<file path="config.mk">
export PLATFORM = sky130hd
export DESIGN_NAME = flash_peek_ctrl
export DESIGN_NICKNAME = d
export VERILOG_FILES = /design/src/rtl/flash_peek_ctrl.sv
export SDC_FILE = /design/constraint.sdc
export NUM_CORES = 1
export LEC_CHECK = 0
export ABC_AREA = 1
export CAP_MARGIN = 40
export CORE_MARGIN = 8
export CORE_UTILIZATION = 45
export DETAILED_ROUTE_END_ITERATION = 8
export GPL_ROUTABILITY_DRIVEN = 0
export PLACE_DENSITY = 0.7
export RECOVER_POWER = 50
export SLEW_MARGIN = 30
export SYNTH_ARGS = -nofsm -noshare
export SYNTH_HDL_FRONTEND = slang
export SYNTH_SLANG_ARGS = --single-unit
</file>
<file path="constraint.sdc">
create_clock -name clk -period 1.8 [get_ports clk]
set_clock_uncertainty 0.05 [all_clocks]
set_input_delay 0.45 -clock clk [delete_from_list [all_inputs] [get_ports clk]]
set_output_delay 0.45 -clock clk [all_outputs]
set_load 0.02 [all_outputs]
</file>
<file path="src/rtl/flash_peek_ctrl.sv">
// SPI-flash READ sequencer that streams returned bytes into a register bank.
// Defining FLASH_PEEK_CTRL_FAST_READ_EN selects FAST READ (0x0B) with one dummy byte.
//
// state  | meaning
// IDLE   | f_cs high, waiting for start
// CMD    | shifting out the command byte
// ADDR   | shifting out the 24-bit address
// DUMMY  | FAST READ only: 8 zero bits, f_miso ignored
// READ   | shifting in NUM_BYTES bytes, one load strobe per byte
// FINISH | f_cs high for CLK_DIV cycles, then done
module flash_peek_ctrl #(
  parameter int CLK_DIV   = 4,
  parameter int NUM_BYTES = 8,
  parameter int ADDR_W    = 3
) (
  input  logic              clk,
  input  logic              n_rst,
  input  logic              start,
  input  logic [23:0]       base_addr,
  output logic              busy,
  output logic              done,
  output logic              f_sclk,
  output logic              f_cs,
  output logic              f_mosi,
  input  logic              f_miso,
  output logic              load,
  output logic [ADDR_W-1:0] addr,
  output logic [7:0]        data
);

`ifdef FLASH_PEEK_CTRL_FAST_READ_EN
  localparam int         HDR_BITS = 40;
  localparam logic [7:0] CMD_BYTE = 8'h0B;
`else
  localparam int         HDR_BITS = 32;
  localparam logic [7:0] CMD_BYTE = 8'h03;
`endif
  localparam int NBITS = HDR_BITS + 8 * NUM_BYTES;
  localparam int BW    = $clog2(NBITS + 1);
  localparam int CW    = $clog2(CLK_DIV);
  localparam int BYW   = ADDR_W + 1;

  localparam logic [CW-1:0] DIV_LOAD      = CW'(CLK_DIV - 1);
  localparam logic [BW-1:0] BIT_ADDR      = BW'(8);
  localparam logic [BW-1:0] BIT_POST_ADDR = BW'(32);
  localparam logic [BW-1:0] BIT_READ      = BW'(HDR_BITS);
  localparam logic [BW-1:0] BIT_LAST      = BW'(NBITS);

  typedef enum logic [2:0] {IDLE, CMD, ADDR, DUMMY, READ, FINISH} state_t;

  state_t              state_q, state_d;
  logic [CW-1:0]       cnt_q, cnt_d;
  logic [BW-1:0]       bit_cnt_q, bit_cnt_d;
  logic [BYW-1:0]      byte_q, byte_d;
  logic [HDR_BITS-1:0] tx_q, tx_d;
  logic [7:0]          rx_q, rx_d;
  logic                sclk_q, sclk_d;
  logic                cs_q, cs_d;
  logic                mosi_q, mosi_d;
  logic                load_q, load_d;
  logic [ADDR_W-1:0]   addr_q, addr_d;
  logic [7:0]          data_q, data_d;
  logic                busy_q, busy_d;
  logic                done_q, done_d;
  logic [HDR_BITS-1:0] tx_init;
  logic                tick;

  // The shift register doubles as the latched address; once emptied it feeds zeros.
`ifdef FLASH_PEEK_CTRL_FAST_READ_EN
  assign tx_init = {CMD_BYTE, base_addr, 8'h00};
`else
  assign tx_init = {CMD_BYTE, base_addr};
`endif

  assign tick = (cnt_q == '0);

  always_comb begin
    state_d   = state_q;
    cnt_d     = cnt_q;
    bit_cnt_d = bit_cnt_q;
    byte_d    = byte_q;
    tx_d      = tx_q;
    rx_d      = rx_q;
    sclk_d    = sclk_q;
    cs_d      = cs_q;
    mosi_d    = mosi_q;
    load_d    = 1'b0;
    addr_d    = addr_q;
    data_d    = data_q;
    busy_d    = busy_q;
    done_d    = 1'b0;

    case (state_q)
      IDLE: begin
        // done_q high means this is the done cycle: start is not accepted here.
        if (done_q) begin
          busy_d = 1'b0;
        end else if (start) begin
          state_d   = CMD;
          cs_d      = 1'b0;
          tx_d      = tx_init;
          mosi_d    = tx_init[HDR_BITS-1];
          cnt_d     = DIV_LOAD;
          bit_cnt_d = '0;
          byte_d    = '0;
          busy_d    = 1'b1;
        end
      end

      CMD, ADDR, DUMMY, READ: begin
        if (!tick) begin
          cnt_d = cnt_q - 1'b1;
        end else begin
          cnt_d = DIV_LOAD;
          if (!sclk_q) begin
            sclk_d = 1'b1;
            if (state_q == READ) begin
              rx_d = {rx_q[6:0], f_miso};
              if (bit_cnt_q[2:0] == 3'd7) begin
                load_d = 1'b1;
                addr_d = byte_q[ADDR_W-1:0];
                data_d = {rx_q[6:0], f_miso};
                byte_d = byte_q + 1'b1;
              end
            end
          end else begin
            sclk_d    = 1'b0;
            bit_cnt_d = bit_cnt_q + 1'b1;
            tx_d      = {tx_q[HDR_BITS-2:0], 1'b0};
            mosi_d    = tx_q[HDR_BITS-2];
            if (bit_cnt_d == BIT_LAST) begin
              state_d = FINISH;
              cs_d    = 1'b1;
              mosi_d  = 1'b0;
            end else if (bit_cnt_d == BIT_READ) begin
              state_d = READ;
`ifdef FLASH_PEEK_CTRL_FAST_READ_EN
            end else if (bit_cnt_d == BIT_POST_ADDR) begin
              state_d = DUMMY;
`endif
            end else if (bit_cnt_d == BIT_ADDR) begin
              state_d = ADDR;
            end
          end
        end
      end

      FINISH: begin
        if (tick) begin
          done_d  = 1'b1;
          state_d = IDLE;
        end else begin
          cnt_d = cnt_q - 1'b1;
        end
      end

      default: state_d = IDLE;
    endcase
  end

  always_ff @(posedge clk or negedge n_rst) begin
    if (!n_rst) begin
      state_q   <= IDLE;
      cnt_q     <= '0;
      bit_cnt_q <= '0;
      byte_q    <= '0;
      tx_q      <= '0;
      rx_q      <= '0;
      sclk_q    <= 1'b0;
      cs_q      <= 1'b1;
      mosi_q    <= 1'b0;
      load_q    <= 1'b0;
      addr_q    <= '0;
      data_q    <= '0;
      busy_q    <= 1'b0;
      done_q    <= 1'b0;
    end else begin
      state_q   <= state_d;
      cnt_q     <= cnt_d;
      bit_cnt_q <= bit_cnt_d;
      byte_q    <= byte_d;
      tx_q      <= tx_d;
      rx_q      <= rx_d;
      sclk_q    <= sclk_d;
      cs_q      <= cs_d;
      mosi_q    <= mosi_d;
      load_q    <= load_d;
      addr_q    <= addr_d;
      data_q    <= data_d;
      busy_q    <= busy_d;
      done_q    <= done_d;
    end
  end

  assign busy   = busy_q;
  assign done   = done_q;
  assign f_sclk = sclk_q;
  assign f_cs   = cs_q;
  assign f_mosi = mosi_q;
  assign load   = load_q;
  assign addr   = addr_q;
  assign data   = data_q;

endmodule

</file>
==> results of run 1 <==
-- report_power, final --
group	internal, mW	switching (mW)
Combinational	0.876	1.23
Sequential	1.92	0.150
Clock	0.495	0.606
Total	3.29	1.98
-- cells in the mapped netlist, types with 2 or more instances --
cell type,instances
nor2_8,2
ha_1,4
dfrtp_1,69
nand2_2,2
a22o_1,3
buf_12,3
nor2_4,2
buf_6,2
nor2_1,16
o21ai_2,20
buf_2,7
a21oi_1,2
o21ai_0,25
o211ai_2,18
inv_1,57
nand2_1,87
nand4_1,4
a22oi_1,2
a31oi_1,5
nand3_1,14
o22ai_1,7
-- through the flow --
step                power (mW)  utilization  instance area [um^2]  cells
detailed placement        4.07        0.536                  4060    511
floorplan                 3.60            -                  3430    362
global route              5.65        0.572                  4330    535
global placement          4.00        0.536                  4060    511
CTS                       5.16        0.556                  4200    527
finish                    5.27        0.572                  4330    535
-- path summary, 6_finish.rpt --
path                          start  cells past startpoint  slack, ps          to
setup / recovery           cnt_q[0]                      8         70   byte_q[0]
hold / removal                n_rst                      2        260    tx_q[12]
setup reg to reg           cnt_q[0]                      8         70   byte_q[0]
hold reg to reg                f_cs                      2        420        f_cs
max in group asynchronous     n_rst                      2        750  state_q[0]
min in group clk               f_cs                      2        420        f_cs
-- kinds of logic after synthesis --
group	Yosys count	synth area share
AND/OR/NAND/NOR	129	0.170
AO/OA/AOI/OAI	85	0.201
flip-flops	70	0.511
adder cells (fa/ha/maj)	4	0.0146
buffers and inverters	74	0.103
-- repair_timing --
item,CTS,global route
cloned,0,5
gates resized for setup,18,14
pin swaps,0,6
endpoints found under the setup margin,19,22
buffers inserted,0,3
-- flip-flops by register name (all words and copies together) (netlist names), 2 cells and up --
name,count
tx_q,31
data,8
bit_cnt_q,7
rx_q,7
addr,3
byte_q,3
state_q,3
cnt_q,2
-- final cells by class --
cell class,count,area (um^2)
timing repair buffer,66,668
fill,640,3240
inverter,60,235
sequential,70,1760
clock buffer,10,128
timing repair inverter,3,20.0
clock inverter,6,38.8
multi-input combinational,218,1360
tap,102,128
-- per-layer routing --
metal	part of all wire	global-route usage
met1	0.47	0.169
met2	0.47	0.215
met3	0.045	0.0408
met4	0.016	0.0612
met5	0	0
==> results.sh, run 1 <==
export IMPL_status="finished, final reports clean"
export IMPL_final_common_cell="nand2_1"
export IMPL_ys_ff_latch=70
export IMPL_syn_inst=362
export IMPL_fin_ws_ps=73.4
export IMPL_timing_setup_tns_ps=0
export IMPL_slew_viol_final=0
export IMPL_synthDistinctLibCells=32
export IMPL_io_pins=45
export IMPL_dieArea_mm2=0.0107
export IMPL_n_antenna_cell=0
export IMPL_preCtsSetupSlack_ps=-195
export IMPL_finalSetupViolCount=0
export IMPL_rows=32
export IMPL_hold_buffers=0
export IMPL_die_y_um=103
export IMPL_synth_edf_count=0
export IMPL_synthFlopType="dfrtp_1"
export IMPL_synth_top_area_cell="dfrtp_1"
export IMPL_syn_cell_area_mm2=0.00343
export IMPL_antenna_found_initial=0
export IMPL_port_buffers=44
export IMPL_cts_sinks=70
export IMPL_cts_inserted_buffers=9
export IMPL_ir_drop_uv=526
export IMPL_crit_fanout=5
export IMPL_cp_slowest_cell="dfrtp_1"
export IMPL_cts_htree_levels=3
export IMPL_wirelength_mm=7.10
export IMPL_fmax_mhz=579
export IMPL_via_per_inst=4.84
export IMPL_crit_chain="inv_2 -> ha_4 -> nand4_1 -> nor2_4 -> buf_4 -> clkinvlp_4 -> nand3_1 -> o21ai_0"
export IMPL_clockBufferDepth=2
export IMPL_tightest_slew_ps=922
export IMPL_yosys_top_cells_area="dfrtp_1, nand2_1, o211ai_2, inv_1, o21ai_2"
export IMPL_cap_violations=0
export IMPL_grt_pass1_vias=2517
export IMPL_timing_final_crit_share=0.959
export IMPL_ys_async_sr_fraction=1.00
export IMPL_start_util=0.453
export IMPL_setup_worst_path_start_class="flip-flop"
export IMPL_grt_pass1_wl_mm=11.2
export IMPL_core_mm2=0.00757
export IMPL_wl_per_cell_um=13.3
export IMPL_first_pass_iters=4
export IMPL_nets=460
export IMPL_synth_warnings=0
export IMPL_critical_path_class="reg -> reg"
export IMPL_syn_num_nets=394
export IMPL_synth_top_area_frac=0.503
export IMPL_power_leakage_nw=2.09
export IMPL_cts_tree="built"
export IMPL_drc=0
export IMPL_ys_seq_area_frac=0.511
export IMPL_layout_common_cells="nand2_1, dfrtp_1, inv_1"
export IMPL_min_period_ps=1730
export IMPL_endpoint_kind="flip-flop"
export IMPL_worstPathArrival_ps=1900
export IMPL_avgSynthCellArea_um2=9.47
export IMPL_critPathTopFamily="simple AND/OR/NAND/NOR gates"
export IMPL_dp_hpwl_mm=4.71
export IMPL_clock_root_buffer="clkbuf_8"
export IMPL_area_growth_pct=26.3
export IMPL_whs_ps=262
export IMPL_grt_max_degree=71
export IMPL_cts_reportedPaths_clkPinSlew_ps=80
export IMPL_min_path_type="in -> async"
export IMPL_die_w_um=103
export IMPL_max_stage_delay_ps=400
export IMPL_insertion_delay_ps=340
export IMPL_drive_gt1_frac=0.231
export IMPL_slew_headroom=0.386
export IMPL_grt_overflow_total=0
export IMPL_crit_required_ps=1980
export IMPL_drt_iter0_drc=105
export IMPL_hold_viol=0
export IMPL_ant_nets=0
export IMPL_grt_total_usage=0.136
export IMPL_rsz0062_at_grt="yes"
export IMPL_path_buf_inv=3
export IMPL_power_density_mw_per_mm2=1220
export IMPL_vias=2587
(Power assumes the default switching activity.)
==> run 2, diff against run 1 <==
--- a/config.mk
+++ b/config.mk
@@ -6,9 +6,10 @@
 export NUM_CORES = 1
 export LEC_CHECK = 0
 export ABC_AREA = 1
-export CAP_MARGIN = 40
+export ABC_CLOCK_PERIOD_IN_PS = 1800
 export CORE_MARGIN = 8
 export CORE_UTILIZATION = 45
+export CTS_CLUSTER_SIZE = 10
 export DETAILED_ROUTE_END_ITERATION = 8
 export GPL_ROUTABILITY_DRIVEN = 0
 export PLACE_DENSITY = 0.7
==> results of run 2 <==
No change in the layout: final DEF, timing and power equal those of run 1.
